<file path="config.mk">
export PLATFORM = sky130hd
export DESIGN_NAME = ifetch
export DESIGN_NICKNAME = d
export VERILOG_FILES = /design/src/rtl/ifetch_pkg.sv /design/src/rtl/fetch_queue.sv /design/src/rtl/ifetch.sv
export SDC_FILE = /design/constraint.sdc
export NUM_CORES = 1
export LEC_CHECK = 0
export ABC_AREA = 1
export CAP_MARGIN = 40
export CORE_MARGIN = 2
export CORE_UTILIZATION = 51
export DETAILED_ROUTE_END_ITERATION = 10
export HOLD_SLACK_MARGIN = 0.15
export PLACE_DENSITY_LB_ADDON = 0.1
export SLEW_MARGIN = 20
export SYNTH_ARGS = -nofsm -noshare
export SYNTH_HDL_FRONTEND = slang
export SYNTH_SLANG_ARGS = --single-unit
export TNS_END_PERCENT = 20
</file>
<file path="constraint.sdc">
create_clock -name clk -period 5.1 [get_ports clk]
set_input_delay 1.02 -clock clk [delete_from_list [all_inputs] [get_ports clk]]
set_output_delay 1.02 -clock clk [all_outputs]
set_load 0.02 [all_outputs]
</file>
<file path="src/rtl/ifetch_pkg.sv">
// Shared types and constants for the instruction fetch unit.
package ifetch_pkg;

    typedef enum logic {
        IDLE = 1'b0,
        RUN  = 1'b1
    } state_t;

    localparam int INST_W = 32;
    localparam int PC_INC = 4;

endpackage

</file>
<file path="src/rtl/fetch_queue.sv">
// Fetch queue: DEPTH-entry FIFO, zero latency to head; push+pop legal at any count incl. full.
// Flush empties in one cycle; push into a full queue without a pop is dropped.
module fetch_queue #(
    parameter int WIDTH = 48,
    parameter int DEPTH = 4,
    localparam int PW   = $clog2(DEPTH),
    localparam int CW   = PW + 1
) (
    input  logic             clk,
    input  logic             rst,
    input  logic             push_i,
    input  logic [WIDTH-1:0] push_dat_i,
    input  logic             pop_i,
    input  logic             flush_i,
    output logic [WIDTH-1:0] head_dat_o,
    output logic [CW-1:0]    count_o,
    output logic             full_o,
    output logic             empty_o
);

    logic [WIDTH-1:0] mem_q [DEPTH];
    logic [PW-1:0]    wr_ptr_q;
    logic [PW-1:0]    rd_ptr_q;
    logic [CW-1:0]    count_q;
    logic             push_ok;
    logic             pop_ok;

    assign full_o     = (count_q == CW'(DEPTH));
    assign empty_o    = (count_q == '0);
    assign count_o    = count_q;
    assign head_dat_o = mem_q[rd_ptr_q];

    // A full queue can still accept a push when the head leaves in the same cycle.
    assign push_ok = push_i && (!full_o || pop_i);
    assign pop_ok  = pop_i && !empty_o;

    always_ff @(posedge clk) begin
        if (rst) begin
            wr_ptr_q <= '0;
            rd_ptr_q <= '0;
            count_q  <= '0;
            for (int i = 0; i < DEPTH; i++) begin
                mem_q[i] <= '0;
            end
        end else if (flush_i) begin
            rd_ptr_q <= wr_ptr_q;
            count_q  <= '0;
        end else begin
            if (push_ok) begin
                mem_q[wr_ptr_q] <= push_dat_i;
                wr_ptr_q        <= wr_ptr_q + PW'(1);
            end
            if (pop_ok) begin
                rd_ptr_q <= rd_ptr_q + PW'(1);
            end
            case ({push_ok, pop_ok})
                2'b10:   count_q <= count_q + CW'(1);
                2'b01:   count_q <= count_q - CW'(1);
                default: count_q <= count_q;
            endcase
        end
    end

endmodule

</file>
<file path="src/rtl/ifetch.sv">
// Instruction fetch: one RAM read in flight, issue-to-out_valid 2 cycles; stalls issue when queue+in-flight is full.
// Redirect flushes everything; IFETCH_BYTE_SWAP_EN byte-reverses instructions at enqueue.
module ifetch
    import ifetch_pkg::*;
#(
    parameter int ADDR_WIDTH  = 16,
    parameter int DATA_WIDTH  = INST_W,
    parameter int QUEUE_DEPTH = 4,
    parameter int RESET_PC    = 0
) (
    input  logic                  clk,
    input  logic                  rst,
    input  logic                  en,
    output logic [ADDR_WIDTH-1:0] mem_addr,
    input  logic [DATA_WIDTH-1:0] mem_dout,
    input  logic                  redir_valid,
    input  logic [ADDR_WIDTH-1:0] redir_pc,
    output logic                  out_valid,
    input  logic                  out_ready,
    output logic [DATA_WIDTH-1:0] out_inst,
    output logic [ADDR_WIDTH-1:0] out_pc
);

    localparam int QW = DATA_WIDTH + ADDR_WIDTH;
    localparam int CW = $clog2(QUEUE_DEPTH) + 1;

    state_t                state_q, state_d;
    logic [ADDR_WIDTH-1:0] pc_q, pc_d;
    logic                  inflight_q;
    logic [ADDR_WIDTH-1:0] inflight_pc_q;

    logic                  issue;
    logic                  push;
    logic                  pop;
    logic [CW:0]           occupancy;
    logic [DATA_WIDTH-1:0] enq_inst;
    logic [QW-1:0]         head_dat;
    logic [CW-1:0]         q_count;
    logic                  q_full;
    logic                  q_empty;

    assign occupancy = {1'b0, q_count} + {{CW{1'b0}}, inflight_q};

    // Issue follows the next state so the first word lands two cycles after reset release.
    always_comb begin
        state_d = state_q;
        pc_d    = pc_q;
        issue   = 1'b0;
        case (state_q)
            IDLE:    if (en)  state_d = RUN;
            RUN:     if (!en) state_d = IDLE;
            default: state_d = IDLE;
        endcase
        if (state_d == RUN && !redir_valid && !q_full &&
            occupancy < (CW+1)'(QUEUE_DEPTH)) begin
            issue = 1'b1;
        end
        if (redir_valid) begin
            pc_d = {redir_pc[ADDR_WIDTH-1:2], 2'b00};
        end else if (issue) begin
            pc_d = pc_q + ADDR_WIDTH'(PC_INC);
        end
    end

    always_ff @(posedge clk) begin
        if (rst) begin
            state_q       <= IDLE;
            pc_q          <= ADDR_WIDTH'(RESET_PC);
            inflight_q    <= 1'b0;
            inflight_pc_q <= '0;
        end else begin
            state_q    <= state_d;
            pc_q       <= pc_d;
            inflight_q <= issue;
            if (issue) begin
                inflight_pc_q <= pc_q;
            end
        end
    end

`ifdef IFETCH_BYTE_SWAP_EN
    always_comb begin
        enq_inst = '0;
        for (int i = 0; i < DATA_WIDTH / 8; i++) begin
            enq_inst[8*i +: 8] = mem_dout[DATA_WIDTH-8-8*i +: 8];
        end
    end
`else
    assign enq_inst = mem_dout;
`endif

    // A response arriving alongside a redirect belongs to the old stream and is dropped.
    assign push      = inflight_q && !redir_valid;
    assign out_valid = !q_empty && !redir_valid;
    assign pop       = out_valid && out_ready;

    fetch_queue #(
        .WIDTH (QW),
        .DEPTH (QUEUE_DEPTH)
    ) u_queue (
        .clk        (clk),
        .rst        (rst),
        .push_i     (push),
        .push_dat_i ({enq_inst, inflight_pc_q}),
        .pop_i      (pop),
        .flush_i    (redir_valid),
        .head_dat_o (head_dat),
        .count_o    (q_count),
        .full_o     (q_full),
        .empty_o    (q_empty)
    );

    assign mem_addr = pc_q;
    assign out_inst = head_dat[QW-1:ADDR_WIDTH];
    assign out_pc   = head_dat[ADDR_WIDTH-1:0];

endmodule

</file>
==> key figures <==
Synth
  • Post-synthesis adder-cell area fraction: less than 1%
  • Synth top area share: 53.60%
  • Area of the mapped netlist: just over 10000 um^2
  • Post-Syn Area per Cell: around 10 um^2
  • Main combinational cell family by area after synthesis: simple AND/OR/NAND/NOR gates
  • Yosys top cell by area: edfxtp_1
  • Post-synth EDFFs: 184
  • Synth Area in XOR/XNOR: less than 1%
  • Synth Area in Compound Gates: approximately a tenth
  • Synth cell types: 34
  • Ys flop type: edfxtp_1
  • Mux share of post-synthesis cell area: 0%
  • Post-synth ARST share: 0%
  • Main area contributors after synthesis: edfxtp_1 54%, dfxtp_1 7.4%, o21ai_0 5.8%
  • Synth warnings: 0
  • Sequential share of the synthesized area: 60.98%
  • Post-synthesis register bit count: roughly 220
  • Syn Inst Count: ~990
  • Synth Area in Simple Gates: between 20 and 25%

Detailed routing
  • Routed wire per std cell: 17.38 um
  • # DRC: 0
  • WL final: 23870 um
  • First-pass detailed-route iteration total: 5
  • Antenna-violating nets left: 0
  • Vias per cell: 5.352
  • Total number of vias: 7348
  • Initial DRC count: around 360

Floorplan
  • Initial Util: about half
  • CORE AREA: between 20000 and 25000 um^2
  • Die area: around 21000 um^2
  • Die Ht: 146.2 um
  • Die W: between 100 and 150 um
  • Num rows: 52
  • Ports: ~120

Layout
  • Ant. Diodes: 0
  • Layout area overhead: 21.11%
  • Most common cell after layout, fill and taps aside: edfxtp_1
  • Most frequent cells in the layout: 184 x edfxtp_1, 146 x nor2_1, 117 x o21ai_0
  • Layout cell share with drive strength beyond 1: 15.87%
  • Final #Nets: roughly 1100

Critical path
  • CP max FO: 50
  • Critical Path AT: 2.75 ns
  • CP Capture Type: output port
  • Worst Setup Start Kind: flip-flop
  • Setup CP Type: reg -> out
  • CP required: about 4.1 ns

Power and ir drop
  • Leak pwr: approximately 4.9 nW
  • Pwr Total: roughly 4.2 mW
  • Worst vdd ir: between 0.0002 and 0.00025 V
  • PwrDens: ~330 nW/um^2

Timing
  • Skew final: roughly 0.0071 ns
  • RSZ-0062 raised after global routing: false
  • Worst-Margin Slew: ~0.81 ns
  • Final hold vios: 0
  • Final Critical Period: 3.772 ns
  • Final slew viol count: 0
  • Final setup violation count: 0
  • Achievable clock frequency: between 0.2 and 0.3 GHz
  • Relative max-transition margin: ~46%
  • Fin Hold WS: 0.4702 ns
  • Final Cycle Share: roughly three quarters

Clock tree
  • CTS root buf: clkbuf_16
  • Hold-fix buffers, CTS: 0
  • Post-CTS Setup Bufs: 0
  • Post-cts sizing count: 0
  • CTS max path bufs: 3
  • Cts bufs inserted: 23
  • Worst skew pair latency: 0.50 ns
  • CTS Sinks: 222
  • # H-tree levels: 1
  • CTS tree: yes
  • Reg clk slew, reported paths: about 0.060 ns

GRT
  • Global route overflow: 0
  • Total track usage: between 20 and 25%
  • Global-route wire length before repair: around 38000 um
  • Largest net degree at the start of global routing: 63
  • Number of global-route vias before repair: 7244
  • Initial antenna violation count: 0

Placed design
  • Gpl congestion: around 0.81
  • Dpl hpwl: about 14000 um
  • I/O Buffers: 111

Min path
  • HP Class: reg -> reg

Run status
  • Status: completed

Run
  • Number of max-cap violations: 0
cell usage after synthesis (all sizes together), types with 2 or more instances:
library cell    n
nor2          211
edfxtp        184
o21ai         120
nand2         105
inv            95
o22ai          46
dfxtp          38
clkbuf         37
nor3b          32
buf            31
a21oi          30
nand3          27
nor3           14
nand4           5
a211oi          3
xor2            3
ha              2
worst paths after layout:
kind / to / slack [ns] / cells past startpoint / startpoint
max: out_pc[6] / 1.33 / 5 / flip-flop
max reg2reg: u_queue.mem_q[1][16]$_SDFFCE_PN0P_ / 2.81 / 5 / u_queue.wr_ptr_q[1]$_SDFFE_PP0P_
min reg2reg: inflight_pc_q[12]$_SDFFE_PP0P_ / 0.47 / 2 / inflight_pc_q[12]$_SDFFE_PP0P_
min: inflight_pc_q[12]$_SDFFE_PP0P_ / 0.47 / 2 / inflight_pc_q[12]$_SDFFE_PP0P_
report_power, final:
part	switching, mW	internal, mW
Sequential	0.0320	2.03
Combinational	0.293	0.201
Clock	0.663	0.941
cell families (layout without fill, tap and decap cells):
family / count (synthesis) / count (layout)
adders and majority gates: 3 / 3
DFF: 222 / 222
buffers and inverters: 164 / 273
xor gates and xnor gates: 4 / 4
and+or+nand+nor: 395 / 395
AOI/OAI and AO/OA: 202 / 202
other: 1 / 4
routing by layer:
metal  vias to the layer above  part of all wire [%]  track usage [%]
met4                         0                   1.6            5.243
met5                         -                     0                0
met2                       228                    49            38.68
li1                       3566                     -                -
met3                        34                   5.2            2.906
met1                      3520                    44            29.96
metrics by stage:
step / TNS [ns] / util (%) / worst slack (ns) / cell area, um^2 / instances
after floorplan: -12.31 / - / -0.2095 / 10320 / 994
after global placement: 0 / 57.99 / 1.207 / 11620 / 1327
after detailed placement: 0 / 58.62 / 1.377 / 11750 / 1332
after CTS: 0 / 62.20 / 1.232 / 12460 / 1372
after global routing: 0 / 62.30 / 1.164 / 12480 / 1373
final: 0 / 62.30 / 1.328 / 12480 / 1373
worst max-delay path, cell delays in order, from the launching register on:
cell,delay (ns)
dfxtp_4,0.34
inv_2,0.54
buf_12,0.32
o21ai_0,0.13
o22ai_1,0.24
clkdlybuf4s50_1,0.66
registers in the layout, summed over array words and instances, names as in the netlist, named ones only:
register	cells
inflight_pc_q	14
inflight_q	1
mem_addr	14
u_queue.count_o	3
u_queue.mem_q	184
u_queue.rd_ptr_q	2
u_queue.wr_ptr_q	2
final cells by class:
class	count	area, um^2
clock buffers	27	600.6
clock inverters	13	117.6
fillers	1714	7555
inverters	96	360.3
multi-input cells	608	3344
flip-flops and latches	222	6292
well taps	270	337.8
repair buffers	137	1431
Power figures use the tool's default switching activity.
